$ cat src/rtl/conv_enc_framer_2a8.sv
// Rate-1/2, K=4 convolutional encoder with framing: FRAME_LEN data bits
// followed by 3 zero tail bits that return the trellis to state 0.
module conv_enc_framer_2a8 #(
  parameter int unsigned FRAME_LEN = 256,
  parameter logic [3:0]  G0        = 4'b1111,
  parameter logic [3:0]  G1        = 4'b1101
) (
  input  logic        clk,
  input  logic        rst,
  input  logic        encoder_i,
  input  logic        enable_encoder_i,
  output logic        in_ready_o,
  output logic [1:0]  enc_o,
  output logic        enc_valid_o,
  output logic        frame_start_o,
  output logic        frame_end_o,
  output logic [15:0] word_ct
);

  typedef enum logic [1:0] {
    ST_IDLE = 2'd0,
    ST_DATA = 2'd1,
    ST_TAIL = 2'd2
  } state_t;

  localparam logic [15:0] LAST_CNT = 16'(FRAME_LEN - 1);

  state_t      r_state;
  state_t      w_state_next;
  logic [2:0]  r_sr;
  logic [2:0]  w_sr_next;
  logic [15:0] r_bit_cnt;
  logic [15:0] w_bit_cnt_next;
  logic [1:0]  r_tail_cnt;
  logic [1:0]  w_tail_cnt_next;
  logic        r_in_ready;
  logic [1:0]  r_enc;
  logic        r_valid;
  logic        r_start;
  logic        r_end;
  logic [15:0] r_word_ct;

  logic        w_fire;
  logic        w_d;
  logic [3:0]  w_v;
  logic [1:0]  w_cw;
  logic        w_emit;
  logic        w_start;
  logic        w_end;

  // Tail cycles encode a forced zero regardless of the input pins.
  always_comb begin
    w_fire = enable_encoder_i && r_in_ready && (r_state != ST_TAIL);
    w_d    = (r_state == ST_TAIL) ? 1'b0 : encoder_i;
    w_v    = {w_d, r_sr};
    w_cw   = {^(w_v & G1), ^(w_v & G0)};
  end

  always_comb begin
    w_state_next    = r_state;
    w_sr_next       = r_sr;
    w_bit_cnt_next  = r_bit_cnt;
    w_tail_cnt_next = r_tail_cnt;
    w_emit          = 1'b0;
    w_start         = 1'b0;
    w_end           = 1'b0;
    case (r_state)
      ST_IDLE: begin
        if (w_fire) begin
          w_emit         = 1'b1;
          w_start        = 1'b1;
          w_sr_next      = {w_d, r_sr[2:1]};
          w_bit_cnt_next = 16'd1;
          w_state_next   = ST_DATA;
        end
      end
      ST_DATA: begin
        if (w_fire) begin
          w_emit    = 1'b1;
          w_sr_next = {w_d, r_sr[2:1]};
          if (r_bit_cnt == LAST_CNT) begin
            w_tail_cnt_next = 2'd0;
            w_state_next    = ST_TAIL;
          end else begin
            w_bit_cnt_next = r_bit_cnt + 16'd1;
          end
        end
      end
      ST_TAIL: begin
        w_emit    = 1'b1;
        w_sr_next = {w_d, r_sr[2:1]};
        if (r_tail_cnt == 2'd2) begin
          w_end          = 1'b1;
          w_sr_next      = 3'b000;
          w_bit_cnt_next = 16'd0;
          w_state_next   = ST_IDLE;
        end else begin
          w_tail_cnt_next = r_tail_cnt + 2'd1;
        end
      end
      default: begin
        w_sr_next      = 3'b000;
        w_bit_cnt_next = 16'd0;
        w_state_next   = ST_IDLE;
      end
    endcase
  end

  always_ff @(posedge clk or negedge rst) begin
    if (!rst) begin
      r_state    <= ST_IDLE;
      r_sr       <= 3'b000;
      r_bit_cnt  <= 16'd0;
      r_tail_cnt <= 2'd0;
      r_in_ready <= 1'b0;
      r_enc      <= 2'b00;
      r_valid    <= 1'b0;
      r_start    <= 1'b0;
      r_end      <= 1'b0;
      r_word_ct  <= 16'd0;
    end else begin
      r_state    <= w_state_next;
      r_sr       <= w_sr_next;
      r_bit_cnt  <= w_bit_cnt_next;
      r_tail_cnt <= w_tail_cnt_next;
      // Ready tracks the next state so a new frame can start with no gap.
      r_in_ready <= (w_state_next != ST_TAIL);
      if (w_emit) begin
        r_enc <= w_cw;
      end
      r_valid <= w_emit;
      r_start <= w_start;
      r_end   <= w_end;
      if (w_end) begin
        r_word_ct <= r_word_ct + 16'd1;
      end
    end
  end

  assign in_ready_o    = r_in_ready;
  assign enc_o         = r_enc;
  assign enc_valid_o   = r_valid;
  assign frame_start_o = r_start;
  assign frame_end_o   = r_end;
  assign word_ct       = r_word_ct;

endmodule

$ cat config.mk
export PLATFORM = sky130hd
export DESIGN_NAME = conv_enc_framer_2a8
export DESIGN_NICKNAME = d
export VERILOG_FILES = /design/src/rtl/conv_enc_framer_2a8.sv
export SDC_FILE = /design/constraint.sdc
export NUM_CORES = 1
export LEC_CHECK = 0
export ABC_CLOCK_PERIOD_IN_PS = 2800
export CAP_MARGIN = 40
export CORE_ASPECT_RATIO = 0.8
export CORE_MARGIN = 2
export CORE_UTILIZATION = 25
export CTS_CLUSTER_SIZE = 16
export DETAILED_ROUTE_END_ITERATION = 16
export HOLD_SLACK_MARGIN = 0.12
export PLACE_DENSITY = 0.51
export RECOVER_POWER = 50
export SYNTH_ARGS = -nofsm -noshare
export SYNTH_HDL_FRONTEND = slang
export SYNTH_SLANG_ARGS = --single-unit
export TNS_END_PERCENT = 10
$ cat constraint.sdc
create_clock -name clk -period 2.8 [get_ports clk]
set_input_delay 0.42 -clock clk [delete_from_list [all_inputs] [get_ports clk]]
set_output_delay 0.42 -clock clk [all_outputs]
set_load 0.01 [all_outputs]
; Word-level counts from Yosys, hierarchy flattened
; Cells that the tools add are included.
[totals]
register_bits = 45
input_bits = 4
[op_classes]
eq_ne = 13
reduce_logical = 9
add_sub_neg = 3
muxes = 23
[op_table]
columns = op, n
row1 = 16-bit two-way mux, 4
row2 = 16-bit one-hot mux with 3 select lines, 1
row3 = 16-bit by 1-bit adder with 16-bit output (second input constant), 2
row4 = 16-bit by 8-bit == test with 1-bit output (second input constant), 1
row5 = 2-bit two-way mux, 7
row6 = 2-bit inequality test (second input constant), 7
row7 = 4-bit AND reduction, 2
row8 = 4-bit XOR reduction, 2
row9 = 3-bit two-way mux, 2
row10 = 2-bit one-hot mux with 3 select lines, 1
row11 = 3-bit one-hot mux with 2 select lines, 1
row12 = 1-bit two-way mux, 5
row13 = 2-bit == test (second input constant), 2
row14 = 2-bit by 1-bit inequality test with 1-bit output (second input constant), 2
row15 = 2-bit one-hot mux with 2 select lines, 1
row16 = 2-bit by 1-bit adder with 2-bit output (second input constant), 1
row17 = 2-bit by 1-bit == test with 1-bit output (second input constant), 1
row18 = 1-bit logical AND, 2
row19 = 2-bit zero test, 1
row20 = 1-bit one-hot mux with 2 select lines, 1
row21 = 2-bit nonzero test, 1
row22 = 2-bit OR reduction, 1

; Longest topological paths before layout
; Gate-level depths: netlist of run 1.
[depth]
ltp_word = 5
depth_mapped = 8
depth_no_buf = 6

; Least setup slack after synthesis of run 1
; Ideal clock, no wire load.
[synth_timing]
path_kind = reg2reg
from = reg r_tail_cnt[0]
to = reg r_bit_cnt[6]
t_arrival_ns = 1.728
n_path_buf = 2
path_stages_with_launch = 9
required_time_ns = 2.722
path_slack_ns = 0.994
cell_sequence = dfrtp_1 inv_1 ha_1 or3b_1 buf_4 nand2_2 buf_6 or4_1 a21oi_1
[synth_between]
elab_chain_cells = 3
[synth_lines]
columns = item, line
row1 = from (decl), 34  ; logic [1:0] r_tail_cnt;
row2 = from (signal assigned), 125  ; r_tail_cnt <= w_tail_cnt_next;
row3 = 2-bit == test, 92  ; if (r_tail_cnt == 2'd2) begin
row4 = 2-bit by 1-bit inequality test with 1-bit output (no line), n/a
row5 = 4-bit AND reduction (no line), n/a
row6 = to (signal assigned), 124  ; r_bit_cnt <= w_bit_cnt_next;
row7 = to (decl), 32  ; logic [15:0] r_bit_cnt;
; No other way between the ends.
; A chain may end at the register's enable or synchronous reset.

; Worst setup path in the final report of run 1
[layout_timing]
from = reg r_state[1]
to = reg r_word_ct[12], in the netlist word_ct[12]
[layout_between]
elab_chain_cells = 2
[layout_lines]
columns = item, line
row1 = from (decl), 28  ; state_t r_state;
row2 = from (signal assigned), 122  ; r_state <= w_state_next;
row3 = 2-bit == test, 67  ; case (r_state)
row4 = 1-bit two-way mux, 67
row5 = to (signal assigned), 135  ; r_word_ct <= r_word_ct + 16'd1;
row6 = to (decl), 41  ; logic [15:0] r_word_ct;
; No other way between the ends.

==> impl_metrics.py, run 1 <==
metrics = {
    "floorplanning": {
        "die_w_microns": 110,
        "die_h_microns": 88.7,
        "die-area_sq_mm": 0.00975,
        "floorplan.rows": 30,
        "initial_core_util": 0.261,
        "core_sq_mm": 0.00860,
        "num_io_pins": 26,
    },
    "timing": {
        "final.setup.tns_ps": 0,
        "skew_ps": 8.16,
        "setup_violations": 0,
        "rsz0062_at_grt": "no",
        "period_share": 0.731,
        "finalMaxSlewViolations": 0,
        "tightest_slew_ps": 1140,
        "hold_viol": 0,
        "relSlewSlack": 0.240,
        "period_minus_slack_ps": 2050,
        "max_freq_ghz": 0.488,
    },
    "route": {
        "drtPass1Iterations": 4,
        "vias": 1733,
        "top_layer": "met4",
        "drc": 0,
        "dr_wl_met3_microns": 177,
        "via_per_inst": 4.88,
        "drt-wirelength-per-cell_microns": 13.2,
        "drt-met1-wl_microns": 2380,
        "dr.first_iter.drc_count": 65,
        "dr_wl_met2_microns": 2120,
        "wirelength_microns": 4700,
        "antenna_left": 0,
    },
    "setup_path": {
        "r2r_cells": 4,
        "rrSetupSlack_ps": 750,
        "cp_max_fo": 22,
        "path_buf_inv": 0,
        "crit_chain": "nand3b_1 -> nor3_2 -> nand4_1 -> xnor2_1",
        "critPathCaptureType": "flip-flop",
        "crit_family": "simple AND/OR/NAND/NOR gates",
        "worstSetupStartpointType": "flip-flop",
        "endpoint": "word_ct[12]",
        "cpPeakStageDelay_ps": 750,
        "arrival_ps": 2230,
        "worstSetupPathType": "reg2reg",
        "cpMaxStageDelayCell": "dfrtp_1",
        "timing.rr.start": "r_state[1]",
        "crit_cells": 4,
        "worstPathRequired_ps": 2980,
        "timing.rr.end": "word_ct[12]",
        "worstSetupStartpoint": "r_state[1]",
    },
    "yosys": {
        "synth_cells": 217,
        "netlist_area_sq_mm": 0.00224,
        "yosysWarnings": 0,
        "ys_async_sr_fraction": 1.00,
        "ys_seq_area_frac": 0.502,
        "synth_ff_type": "dfrtp_1",
        "synth-edff-count": 0,
        "avgSynthCellArea_sq_um": 10.3,
        "ys_types": 44,
        "ys_seq_elements": 45,
        "syn-num-nets": 224,
    },
    "hold_path": {
        "hold_path.class": "in2async",
    },
    "finish": {
        "final_cells": 355,
        "num-fill-cells": 871,
        "area_delta_synth_final_pct": 20.7,
        "diodes": 0,
        "num-nets-final": 249,
        "drive_gt1_frac": 0.0658,
    },
    "cts": {
        "clk_path_buf_depth": 2,
        "cts_root_buffer": "clkbuf_8",
        "insertion_delay_ps": 300,
        "cts_tree": "built",
        "cts_setup_buffers": 0,
        "path_clk_slew_ps": 90,
        "ctsHoldBuffers": 0,
        "cts_buffers": 5,
        "cts-resized-gates": 0,
        "h-tree-depth": 2,
        "cts.sinks": 45,
    },
    "global_routing": {
        "grt-ovfl-total": 0,
        "grt_pass1_wl_microns": 7890,
        "grt_max_degree": 46,
        "antenna_found_initial": 0,
        "grt_pass1_vias": 1616,
        "gr-usage-all-layers": 0.104,
    },
    "power": {
        "p_per_area_mw_per_mm2": 530,
        "vdd_drop_max_mv": 0.177,
        "p_leak_nw": 1.11,
    },
    "placed_design": {
        "hpwl_microns": 3200,
        "io_buffer_count": 25,
        "gp_congestion": 0.760,
        "dpl.cell_count": 347,
    },
    "run": {
        "drv_cap": 0,
    },
    "outcome": {
        "status": "completed",
    },
}
==> layout by cell type (no fill, tap or decap), types with 6 or more instances in the layout <==
cell	n
a21oi_1	15
and3_1	6
clkbuf_8	6
clkdlybuf4s50_1	19
dfrtp_1	45
nand2_1	18
nand3_1	14
nor2_1	8
o21ai_0	10
o31ai_1	10
or4_1	9
xnor2_1	15
==> per-stage QoR <==
step	worst slack (ps)	cell area, sq um	power, W	hold WS, ps	utilization
after CTS	719	2710	0.00147	225	0.315
after floorplan	994	2240	0.000864	124	-
after global placement	689	2590	0.000934	462	0.301
after global routing	498	2710	0.00152	509	0.315
after detailed placement	658	2590	0.000938	480	0.301
final	752	2710	0.00144	419	0.315
==> metal layers <==
metal / GRT usage / up-vias
met5: 0 / -
met4: 0.0207 / 0
met3: 0.0331 / 2
met2: 0.160 / 28
met1: 0.145 / 851
li1: - / 852
==> worst min-delay path by stage <==
stage | to | slack, ps | cells past startpoint
2_1_floorplan | enc_o[0] | 120 | 0
3_3_place_gp | word_ct[15] | 460 | 1
3_5_place_dp | word_ct[15] | 480 | 1
4_1_cts | word_ct[8] | 220 | 2
5_1_grt | word_ct[8] | 510 | 2
6_report | word_ct[8] | 420 | 2
==> power breakdown <==
| group | internal (W) | switching [W] | total, W | leakage, nW |
|---|---|---|---|---|
| logic | 0.0000855 | 0.0000754 | 0.000161 | 0.466 |
| clock network | 0.000290 | 0.000228 | 0.000518 | 0.0574 |
| registers | 0.000703 | 0.0000539 | 0.000757 | 0.586 |
| total | 0.00108 | 0.000357 | 0.00144 | 1.11 |
==> area by class of cell <==
cell class                 count  area, sq um  share of cell area
timing repair buffer          27          258              0.0951
tap                          112          140              0.0517
clock buffer                   6         82.6              0.0305
multi-input combinational    159         1050               0.388
inverter                       4         15.0             0.00554
sequential                    45         1130               0.416
clock inverter                 2         37.5              0.0139
==> cells in the mapped netlist (3+ instances only) <==
master / n / area, sq um
inv_1: 4 / 15.0
o21ai_0: 10 / 50.1
and4_1: 4 / 35.0
nor3_1: 5 / 25.0
o31ai_1: 10 / 75.1
or3_1: 5 / 31.3
xor2_1: 4 / 35.0
nand2_1: 18 / 67.6
clkbuf_1: 3 / 11.3
a21oi_1: 15 / 75.1
or4_1: 9 / 67.6
nor2_1: 8 / 30.0
ha_1: 3 / 37.5
xnor2_1: 15 / 131
nand3_1: 14 / 70.1
nand4_1: 5 / 31.3
dfrtp_1: 45 / 1130
and3_1: 6 / 37.5
==> cells by family (layout without fill, tap and decap cells) <==
kind of cell / after synthesis / count (layout) / synth area share
simple gates: 90 / 90 / 0.233
flops: 45 / 45 / 0.502
compound gates: 42 / 42 / 0.115
xor+xnor: 20 / 20 / 0.0842
buf+inv: 13 / 39 / 0.0301
mux: 4 / 4 / 0.0190
fa+ha+maj: 3 / 3 / 0.0167
==> registers in the layout, summed over array words and instances, names as in the netlist, 2 cells and up <==
signal and flops:
r_tail_cnt 2, r_bit_cnt 16, r_state 2, r_sr 3, word_ct 16, enc_o 2
(Power assumes the default switching activity.)
==> run 2, diff against run 1 <==
--- a/config.mk
+++ b/config.mk
@@ -5,7 +5,7 @@
 export SDC_FILE = /design/constraint.sdc
 export NUM_CORES = 1
 export LEC_CHECK = 0
-export ABC_CLOCK_PERIOD_IN_PS = 2800
+export ABC_CLOCK_PERIOD_IN_PS = 2100
 export CAP_MARGIN = 40
 export CORE_ASPECT_RATIO = 0.8
 export CORE_MARGIN = 2
==> constraint.sdc (replaced) <==
create_clock -name clk -period 2.1 [get_ports clk]
set_input_delay 0.315 -clock clk [delete_from_list [all_inputs] [get_ports clk]]
set_output_delay 0.315 -clock clk [all_outputs]
set_load 0.01 [all_outputs]
==> impl_metrics.py, run 2 (same netlist as run 1, synthesis figures left out) <==
metrics = {
    "outcome": {
        "status": "completed",
    },
    "cts": {
        "cts.sinks": 45,
        "cts_setup_buffers": 0,
        "cts_tree": "built",
        "path_clk_slew_ps": 100,
        "cts_root_buffer": "clkbuf_8",
        "insertion_delay_ps": 300,
        "clk_path_buf_depth": 2,
        "h-tree-depth": 2,
        "cts_buffers": 5,
    },
    "timing": {
        "skew_ps": 15.7,
        "setup_violations": 0,
        "tightest_slew_ps": 1150,
        "hold_viol": 0,
        "relSlewSlack": 0.236,
        "period_minus_slack_ps": 1920,
        "rsz0062_at_grt": "no",
        "setup_slack_ps": 177,
        "final.setup.tns_ps": 0,
        "max_freq_ghz": 0.520,
        "finalMaxSlewViolations": 0,
        "period_share": 0.916,
    },
    "global_routing": {
        "gr-usage-all-layers": 0.106,
        "met3_usage": 0.0265,
        "grt_pass1_wl_microns": 8110,
        "top_usage_layer": "met2",
        "grt_util_met2": 0.157,
        "grt_pass1_vias": 1591,
        "grt_max_degree": 46,
        "antenna_found_initial": 0,
        "grt-ovfl-total": 0,
        "use_met1": 0.152,
    },
    "setup_path": {
        "rrSetupSlack_ps": 180,
        "cpMaxStageDelayCell": "or4_1",
        "timing.rr.end": "r_bit_cnt[12]",
        "cp_max_fo": 8,
        "cpPeakStageDelay_ps": 560,
        "path_buf_inv": 0,
        "crit_cells": 5,
        "worstSetupStartpointType": "flip-flop",
        "worstSetupPathType": "reg2reg",
        "crit_chain": "ha_1 -> and3_1 -> nand3_1 -> or4_1 -> a21oi_1",
        "crit_family": "simple AND/OR/NAND/NOR gates",
        "worstPathRequired_ps": 2330,
        "critPathCaptureType": "flip-flop",
        "timing.rr.start": "r_bit_cnt[1]",
        "r2r_cells": 5,
        "arrival_ps": 2150,
    },
    "placed_design": {
        "hpwl_microns": 3350,
        "io_buffer_count": 25,
        "placedInstanceArea_sq_mm": 0.00264,
        "dp_slack_ps": 65.0,
        "gp_congestion": 0.754,
        "dpl.cell_count": 353,
    },
    "finish": {
        "layout_commonest_cell": "dfrtp_1",
        "finalInstanceArea_sq_mm": 0.00275,
        "area_delta_synth_final_pct": 22.5,
        "num-nets-final": 256,
        "drive_gt1_frac": 0.0800,
        "final_cells": 362,
        "mostFrequentLayoutCells": "dfrtp_1, clkdlybuf4s50_1, nand2_1",
        "diodes": 0,
    },
    "floorplanning": {
        "die_w_microns": 110,
        "initial_core_util": 0.261,
        "num_io_pins": 26,
        "die_h_microns": 88.7,
        "die-area_sq_mm": 0.00975,
        "core_sq_mm": 0.00860,
        "floorplan.rows": 30,
    },
    "route": {
        "drtPass1Iterations": 4,
        "dr.first_iter.drc_count": 71,
        "antenna_left": 0,
        "vias": 1723,
        "wirelength_microns": 4830,
        "drt-wirelength-per-cell_microns": 13.3,
        "drc": 0,
        "via_per_inst": 4.76,
    },
    "power": {
        "p_leak_nw": 1.13,
        "vdd_drop_max_mv": 0.221,
        "finalPower_w": 0.00189,
        "p_per_area_mw_per_mm2": 689,
    },
    "hold_path": {
        "hold_path.class": "reg2reg",
        "min_to": "word_ct[15]",
        "worstHoldStart": "word_ct[15]",
        "holdPathStages": 1,
    },
    "run": {
        "drv_cap": 0,
    },
}
[run 2: changes by cell type in the layout (fill, tap and decap cells not counted), sizes merged]
| cell | previous run | this run |
|---|---|---|
| clkinv | 0 | 1 |
| buf | 2 | 6 |
| clkbuf | 7 | 9 |
| dlygate4sd3 | 5 | 6 |
| clkinvlp | 1 | 0 |
[run 2: worst max path at each step]
stage | endpoint | startpoint | slack [ps]
finish | r_bit_cnt[12] | r_bit_cnt[1] | 180
detailed placement | r_bit_cnt[7] | enable_encoder_i | 70
CTS | r_bit_cnt[1] | r_bit_cnt[11] | 130
floorplan | r_bit_cnt[6] | r_tail_cnt[0] | 290
global route | r_bit_cnt[6] | r_tail_cnt[0] | 5
global placement | r_bit_cnt[7] | enable_encoder_i | 130
[run 2: final cells by class]
type                            count  area [sq um]
Timing Repair Buffer               34           305
Clock inverter                      2          38.8
Clock buffer                        6          72.6
Fill cell                         891          5850
Sequential cell                    45          1130
Multi-Input combinational cell    159          1050
Inverter                            4          15.0
Tap cell                          112           140
[run 2: report_power, final]
part           switching, W  total (W)  internal (W)
Combinational      0.000106   0.000229      0.000123
Clock              0.000301   0.000659      0.000358
Sequential        0.0000687    0.00101      0.000938
Total              0.000476    0.00189       0.00142
[run 2: through the flow]
stage	hold slack (ps)	utilization
2_1_floorplan	19.4	-
3_3_place_gp	447	0.307
3_5_place_dp	448	0.307
4_1_cts	479	0.321
5_1_grt	510	0.320
6_report	471	0.320
[run 2: worst register-to-register path, cell delays in order (launching register included)]
cell and delay, ps:
dfrtp_1 420, ha_1 230, and3_1 240, nand3_1 240
or4_1 570, a21oi_1 180
[run 2: what timing repair did]
action,in CTS,in global routing
hold buffers,1,0
gates resized for setup,0,1
hold endpoints to repair,6,0
setup endpoints to repair,0,6
[run 2: routing by layer]
layer,up-vias,share of wire
met2,36,0.44
met1,827,0.51
li1,858,-
met5,-,0
met3,2,0.042
met4,0,0.0062
==> run 3, diff against run 2 <==
--- a/config.mk
+++ b/config.mk
@@ -5,13 +5,14 @@
 export SDC_FILE = /design/constraint.sdc
 export NUM_CORES = 1
 export LEC_CHECK = 0
-export ABC_CLOCK_PERIOD_IN_PS = 2100
+export ABC_CLOCK_PERIOD_IN_PS = 1800
 export CAP_MARGIN = 40
 export CORE_ASPECT_RATIO = 0.8
 export CORE_MARGIN = 2
 export CORE_UTILIZATION = 25
 export CTS_CLUSTER_SIZE = 16
 export DETAILED_ROUTE_END_ITERATION = 16
+export GPL_TIMING_DRIVEN = 1
 export HOLD_SLACK_MARGIN = 0.12
 export PLACE_DENSITY = 0.51
 export RECOVER_POWER = 50
==> constraint.sdc (replaced) <==
create_clock -name clk -period 1.8 [get_ports clk]
set_input_delay 0.36 -clock clk [delete_from_list [all_inputs] [get_ports clk]]
set_output_delay 0.36 -clock clk [all_outputs]
set_load 0.01 [all_outputs]
==> impl_metrics.py, run 3 (same netlist as run 1, synthesis figures left out) <==
metrics = {
    "hold_path": {
        "holdPathStages": 1,
        "hold_path.class": "reg2reg",
    },
    "setup_path": {
        "worstSetupPathType": "reg2reg",
        "crit_family": "simple AND/OR/NAND/NOR gates",
        "crit_chain": "ha_4 -> or3b_1 -> nand2_4 -> buf_4 -> nor3_1 -> a211o_1",
        "worstSetupStartpointType": "flip-flop",
        "arrival_ps": 1910,
        "path_buf_inv": 1,
        "worstPathRequired_ps": 1990,
        "cpPeakStageDelay_ps": 430,
        "crit_cells": 6,
        "cp_max_fo": 9,
        "cpMaxStageDelayCell": "or3b_1",
        "critPathCaptureType": "flip-flop",
        "r2r_cells": 6,
    },
    "placed_design": {
        "hpwl_microns": 3590,
        "io_buffer_count": 25,
        "dp_slack_ps": -213,
        "gp_congestion": 0.745,
    },
    "global_routing": {
        "grt_max_degree": 30,
        "grt_pass1_vias": 1757,
        "grt_pass1_wl_microns": 8470,
        "gr-usage-all-layers": 0.111,
        "grt-ovfl-total": 0,
        "antenna_found_initial": 0,
    },
    "cts": {
        "h-tree-depth": 2,
        "path_clk_slew_ps": 90,
        "cts.sinks": 45,
        "insertion_delay_ps": 300,
        "clk_path_buf_depth": 2,
        "cts_tree": "built",
        "cts_setup_buffers": 0,
        "cts_buffers": 5,
        "cts_root_buffer": "clkbuf_8",
    },
    "finish": {
        "diodes": 0,
        "area_delta_synth_final_pct": 34.0,
        "mostFrequentLayoutCells": "dfrtp_1, buf_4, clkdlybuf4s50_1",
        "layout_commonest_cell": "dfrtp_1",
        "drive_gt1_frac": 0.193,
        "num-nets-final": 281,
        "final_util": 0.350,
        "num-fill-cells": 877,
    },
    "timing": {
        "skew_ps": 11.8,
        "relSlewSlack": 0.336,
        "setup_slack_ps": 74.2,
        "period_share": 0.959,
        "hold_viol": 0,
        "finalMaxSlewViolations": 0,
        "tightest_slew_ps": 996,
        "setup_violations": 0,
        "period_minus_slack_ps": 1730,
        "max_freq_ghz": 0.579,
        "final.setup.tns_ps": 0,
        "rsz0062_at_grt": "yes",
    },
    "route": {
        "wirelength_microns": 5140,
        "drtPass1Iterations": 4,
        "vias": 1839,
        "via_per_inst": 4.75,
        "drt-wirelength-per-cell_microns": 13.3,
        "dr.first_iter.drc_count": 49,
        "antenna_left": 0,
        "drc": 0,
    },
    "floorplanning": {
        "num_io_pins": 26,
        "die_h_microns": 88.7,
        "core_sq_mm": 0.00860,
        "floorplan.rows": 30,
        "die_w_microns": 110,
        "initial_core_util": 0.261,
        "die-area_sq_mm": 0.00975,
    },
    "power": {
        "vdd_drop_max_mv": 0.333,
        "p_leak_nw": 1.26,
        "p_per_area_mw_per_mm2": 701,
    },
    "run": {
        "drv_cap": 0,
    },
    "outcome": {
        "status": "completed",
    },
}
[run 3: cell types whose count changed in the layout (fill, tap and decap cells not counted), moves of 2 or more]
cell             change
buf_4               +24
clkdlybuf4s50_1      +5
dlygate4sd3_1        -5
a21oi_1              -2
a21oi_2              +2
clkinv_2             +2
ha_1                 -2
nor4_1               -2
nor4_4               +2
[run 3: final timing paths]
kind	slack, ps	start	endpoint
min in group asynchronous	740	rst	r_bit_cnt[10]
max	70	r_tail_cnt[1]	r_bit_cnt[1]
max reg2reg	70	r_tail_cnt[1]	r_bit_cnt[1]
min reg2reg	470	word_ct[15]	word_ct[15]
min	470	word_ct[15]	word_ct[15]
max in group asynchronous	250	rst	enc_o[1]
[run 3: worst register-to-register path: cells and delay by family (launching register included)]
family / cells / cell delay (ps)
flops: 1 / 420
buf+inv: 1 / 140
simple gates: 3 / 600
compound gates: 1 / 260
fa+ha+maj: 1 / 200
[run 3: cell type report]
cell class	count	area, sq um	area share
Clock inverter	2	10.0	0.00333
Clock buffer	6	72.6	0.0241
Sequential cell	45	1130	0.375
Inverter	4	15.0	0.00499
Timing Repair Buffer	57	487	0.162
Tap cell	112	140	0.0466
Multi-Input combinational cell	161	1160	0.385
[run 3: repair_timing]
action | CTS | global route
endpoints found under the hold margin | 16 | 0
hold buffers | 1 | 0
gates resized for setup | 3 | 13
gates cloned | 1 | 1
endpoints found under the setup margin | 14 | 20
pin swaps | 1 | 2
[run 3: metrics by stage]
step	hold WS, ps	cell area (sq um)	cells	total power, W
floorplan	64.4	2250	217	0.00134
global placement	328	2820	376	0.00150
detailed placement	329	2820	376	0.00150
CTS	476	2940	386	0.00213
global route	494	3010	387	0.00223
finish	470	3010	387	0.00211
[run 3: power breakdown]
group / internal [W] / switching, W
combinational: 0.000182 / 0.000139
sequential: 0.00109 / 0.0000734
clock: 0.000270 / 0.000350
total: 0.00155 / 0.000562
[run 3: per-layer routing]
metal	share of wire	GRT usage	vias to the layer above	routed length [microns]
met3	0.035	0.0258	4	179
li1	-	-	922	-
met1	0.52	0.159	883	2680
met4	0.0072	0.0276	0	37
met5	0	0	-	0
met2	0.44	0.168	30	2240
==> patch 1 (settings of run 3) <==
One comparison of `r_bit_cnt` changes from == to >=.
--- a/src/rtl/conv_enc_framer_2a8.sv
+++ b/src/rtl/conv_enc_framer_2a8.sv
@@ -78,7 +78,7 @@
         if (w_fire) begin
           w_emit    = 1'b1;
           w_sr_next = {w_d, r_sr[2:1]};
-          if (r_bit_cnt == LAST_CNT) begin
+          if (r_bit_cnt >= LAST_CNT) begin
             w_tail_cnt_next = 2'd0;
             w_state_next    = ST_TAIL;
           end else begin
Formal check against the unedited RTL: same outputs for any inputs over 10 cycles, from zero or initial values and one cycle with rst low; that may be too few to reach the edited logic, so the function may still have changed.
==> patch 1 against run 3 <==
- total power is 3.0% lower
- utilization is 1.3 points lower
- worst setup slack worse by 0.040 ns
- area after synthesis is 6.5% lower
- synthesized cell count is 12% lower
- routed wire length is 17% lower
- final area is 10% lower
- sequential cell count stayed put
==> patch 1: results (changes against run 3) <==
| Metric | Value |
|---|---|
| Vias post-DR | 1,543 (-16%) |
| GR Util met1 | 15.3% (-0.60 points) |
| Clock Skew | 0.00759 ns (-0.00418 ns) |
| Vias in the first global route | 1,591 (-9.4%) |
| Area contributors post-synth | dfrtp_1 54%, xnor2_1 4.6%, nand2_1 3.6% |
| Clock share of power | 29.7% (+0.3 points) |
| Synth cell types | 43 (-2.3%) |
| Drt first-iter violations | 77 (+57%) |
| Fraction of area in multi-input gates | 35.4% (-3.1 points) |
| DR WL met3 | 201 µm (+12%) |
| Reg2Reg Depth | 5 (-1) |
| Placed insts | 337 (-10%) |
| M3 GR Usage | 3.57% (+0.99 points) |
| Reg2reg end | r_bit_cnt[2]$_DFFE_PN0P_ |
| Synth cell count leaders | 45 x dfrtp_1, 20 x nand2_1, 12 x o21ai_0, 11 x nor2_1, 11 x xnor2_1 |
| CP arrival | 1.99 ns (+0.08 ns) |
| Combinational power share | 13.8% (-1.4 points) |
| R2R Path Start | r_bit_cnt[13]$_DFFE_PN0P_ |
| Clk tree area frac | 3.05% (+0.31 points) |
| Buffers excl. clock | 45 (-21%) |
| GRT Resource Usage Total | 10.7% (-0.33 points) |
| First-pass GRT wire length | 7700 µm (-9.1%) |
| Half-perimeter wire length after placement | 3000 µm (-17%) |
| Multi-input gates | 136 (-16%) |
| Proportion of cell area occupied by registers | 41.6% (+4.2 points) |
| Static Leak | 1.18 nW (-6.0%) |
| Final WL | 4260 µm (-17%) |
| Post-Synth XOR/XNOR Area | 8.23% (-0.19 points) |
| Mapped Nets | 197 (-12%) |
| Post-Syn Instances | 190 (-12%) |
| Fill cells | 812 (-7.4%) |
| Run status | finished, final reports clean |
-- patch 1: changes by cell type after synthesis, sizes merged, moves of 4 or more --
cell / change
o31ai: -8
a21oi: -6
and2: +8
nand3: -7
or4: -6
xnor2: -4
-- patch 1: critical path: stages --
cell and delay [ns]:
dlygate4sd3_1 0.55, and2_0 0.24, o2111ai_4 0.17, buf_6 0.18
or3_1 0.33, a21oi_1 0.15
-- patch 1: logic make-up (layout without fill, tap and decap cells) --
family,after synthesis,after routing
mux,3,3
buf+inv,9,57
xor+xnor,18,18
fa+ha+maj,3,3
compound gates,32,32
flops,45,45
simple gates,80,80
-- patch 1: repair_timing --
action,CTS,global route
hold endpoints to repair,45,0
hold buffers,1,0
gates resized for setup,2,8
setup buffers,0,0
setup endpoints to repair,3,21
pin swaps,0,7
-- patch 1: worst max path at each step --
stage | endpoint | slack [ns] | depth (start not counted)
final | r_bit_cnt[2]$_DFFE_PN0P_ | 0.03 | 6
after global routing | r_bit_cnt[2]$_DFFE_PN0P_ | -0.06 | 5
after CTS | word_ct[9]$_DFFE_PN0P_ | 0.02 | 7
after detailed placement | r_bit_cnt[2]$_DFFE_PN0P_ | -0.17 | 6
after global placement | r_bit_cnt[3]$_DFFE_PN0P_ | -0.13 | 6
after floorplan | r_bit_cnt[6]$_DFFE_PN0P_ | 0.08 | 8
-- patch 1: stage by stage --
| step | power [W] | worst slack [ns] | utilization, % | cell area [µm²] |
|---|---|---|---|---|
| final | 0.00204 | 0.0344 | 33.7 | 2700 |
| after global placement | 0.00145 | -0.131 | 32.3 | 2590 |
| after floorplan | 0.00132 | 0.0788 | - | 2100 |
| after global routing | 0.00218 | -0.0633 | 33.7 | 2700 |
| after detailed placement | 0.00145 | -0.171 | 32.3 | 2590 |
| after CTS | 0.00208 | 0.0188 | 33.6 | 2700 |
==> patch 2 (settings of run 3) <==
Made on the original files. `G1`: 4'b1101 -> 4'b0110.
--- a/src/rtl/conv_enc_framer_2a8.sv
+++ b/src/rtl/conv_enc_framer_2a8.sv
@@ -3,7 +3,7 @@
 module conv_enc_framer_2a8 #(
   parameter int unsigned FRAME_LEN = 256,
   parameter logic [3:0]  G0        = 4'b1111,
-  parameter logic [3:0]  G1        = 4'b1101
+  parameter logic [3:0]  G1        = 4'b0110
 ) (
   input  logic        clk,
   input  logic        rst,
Function: changed (Yosys sat finds a counterexample within 4 cycles, from zero or initial values and one cycle with rst low).
==> patch 2 against run 3 <==
- the run now ends with negative setup slack left
- area after synthesis grew 1.5%
- worst setup slack worse by 0.19 ns
- sequential cell count stayed put
- final area increased by 5.5%
- sequential share of layout area shrank 2.0 points
- routed wire length rose by 4.8%
- total power grew 24%
- critical path depth grew 1
- critical endpoint is now r_bit_cnt[4]$_DFFE_PN0P_
- highest routed layer unchanged
==> patch 2: results (changes against run 3) <==
| Metric | Value |
|---|---|
| Run status | complete, but fails checks |
| Failing checks | negative setup slack |
| Worst slew margin | 36.8% (+3.2 points) |
| Post-cts sizing count | 8 (+5) |
| Hold Path Class | flip-flop to flip-flop |
| Vias in the first global route | 1,845 (+5.0%) |
| Drt first-iter violations | 59 (+20%) |
| Half-perimeter wire length after placement | 3960 µm (+10%) |
| Post-place instance area | 0.00296 mm² (+4.9%) |
| Setup Slack @ Placement | -0.378 ns (-0.165 ns) |
| Synth cell types | 39 (-11%) |
| Post-synthesis sequential area ratio | 49.5% (-0.74 points) |
| R2R Path Start | r_bit_cnt[0]$_DFFE_PN0P_ |
| Placed insts | 396 (+5.3%) |
| Combinational Power | 0.000398 W (+24%) |
| Clock slew at reported path FFs | 0.06 ns (-0.03 ns) |
| Final Setup Violations | 10 (+10) |
| Seq power | 0.00113 W (-3%) |
| Synth warnings | 0 (unchanged) |
| Antenna diode count | 0 (unchanged) |
| Reg2Reg Depth | 7 (+1) |
| Vias post-DR | 1,924 (+4.6%) |
| Worst VDD drop | 335 µV (+0.41%) |
| Port bufs | 25 (unchanged) |
| Worst setup path endpoint | r_bit_cnt[4]$_DFFE_PN0P_ |
| Area contributors post-synth | dfrtp_1 49%, o31ai_1 4.6%, or4_1 4.6% |
| Post-Syn Instances | 223 (+2.8%) |
| Clk pwr | 0.00107 W (+73%) |
| Worst-path fanout max | 5 (-4) |
| Net Sw Power | 0.000612 W (+9.0%) |
| Total negative setup slack | -0.480 ns (-0.480 ns) |
| Share of the synthesized area in the top cell type | 49.5% (-0.74 points) |
| WL per Instance | 13.2 µm (-0.36%) |
| First-pass GRT wire length | 8950 µm (+5.6%) |
| Clk root buf | clkbuf_16 |
| Static Leak | 1.38 nW (+9.6%) |
| Mapped Nets | 230 (+2.7%) |
| Clock Skew | 0.00648 ns (-0.00530 ns) |
| Non-Filler Instances | 407 (+5.2%) |
| Layout cells sized above 1 | 21.2% (+2.0 points) |
| CP arrival | 2.13 ns (+0.22 ns) |
| Hold_buf cts | 1 (unchanged) |
| Gp weighted congestion | 0.762 (+2.2%) |
| Nets@finish | 298 (+6.0%) |
| GRT Resource Usage Total | 11.3% (+0.20 points) |
| Clock buffer depth | 2 (unchanged) |
| PnR worst setup slack | -0.114 ns (-0.188 ns) |
| Synth cell count leaders | 45 x dfrtp_1, 19 x nand2_1, 17 x a21oi_1, 15 x nand3_1 |
| Largest net degree at the start of global routing | 19 (-37%) |
==> patch 2: cell count changes after synthesis, sizes merged, moves of 4 or more <==
cell,change
or4,+6
or3,-4
xnor2,-4
o31ai,+4
==> patch 2: logic make-up after synthesis <==
group | Yosys count | synth area share, %
xor+xnor | 19 | 7.91
fa+ha+maj | 3 | 1.65
compound gates | 48 | 13.4
flops | 45 | 49.5
simple gates | 91 | 23.5
mux | 2 | 0.879
buf+inv | 15 | 3.30
==> patch 2: how the worst min path moves through the flow <==
stage	slack, ns	start	endpoint	depth (start not counted)
CTS	0.48	word_ct[15]$_DFFE_PN0P_	word_ct[15]$_DFFE_PN0P_	1
finish	0.47	word_ct[15]$_DFFE_PN0P_	word_ct[15]$_DFFE_PN0P_	1
floorplan	0.06	rst	enc_o[0]$_DFFE_PN0P_	0
global route	0.52	word_ct[13]$_DFFE_PN0P_	word_ct[13]$_DFFE_PN0P_	1
detailed placement	0.33	rst	r_bit_cnt[12]$_DFFE_PN0P_	1
global placement	0.32	rst	r_bit_cnt[1]$_DFFE_PN0P_	1
==> patch 2: critical path: stages, from the launching register on <==
cell	delay (ns)
dfrtp_1	0.39
ha_2	0.19
and4_4	0.15
and4bb_1	0.21
buf_6	0.14
buf_6	0.12
or4_4	0.51
a21oi_2	0.14
==> patch 2: final cells by class <==
type | count | area [µm²]
Inverter | 7 | 26.3
Sequential cell | 45 | 1130
Tap cell | 115 | 144
Clock inverter | 1 | 30.0
Timing Repair Buffer | 69 | 591
Fill cell | 909 | 5790
Multi-Input combinational cell | 163 | 1110
Clock buffer | 7 | 143
==> patch 2: layer usage <==
layer	GRT usage (%)	up-vias	wire length, µm
met5	0	-	0
met4	4.77	0	64
met3	1.63	6	113
met2	16.9	20	2340
met1	16.4	935	2870
li1	-	963	-
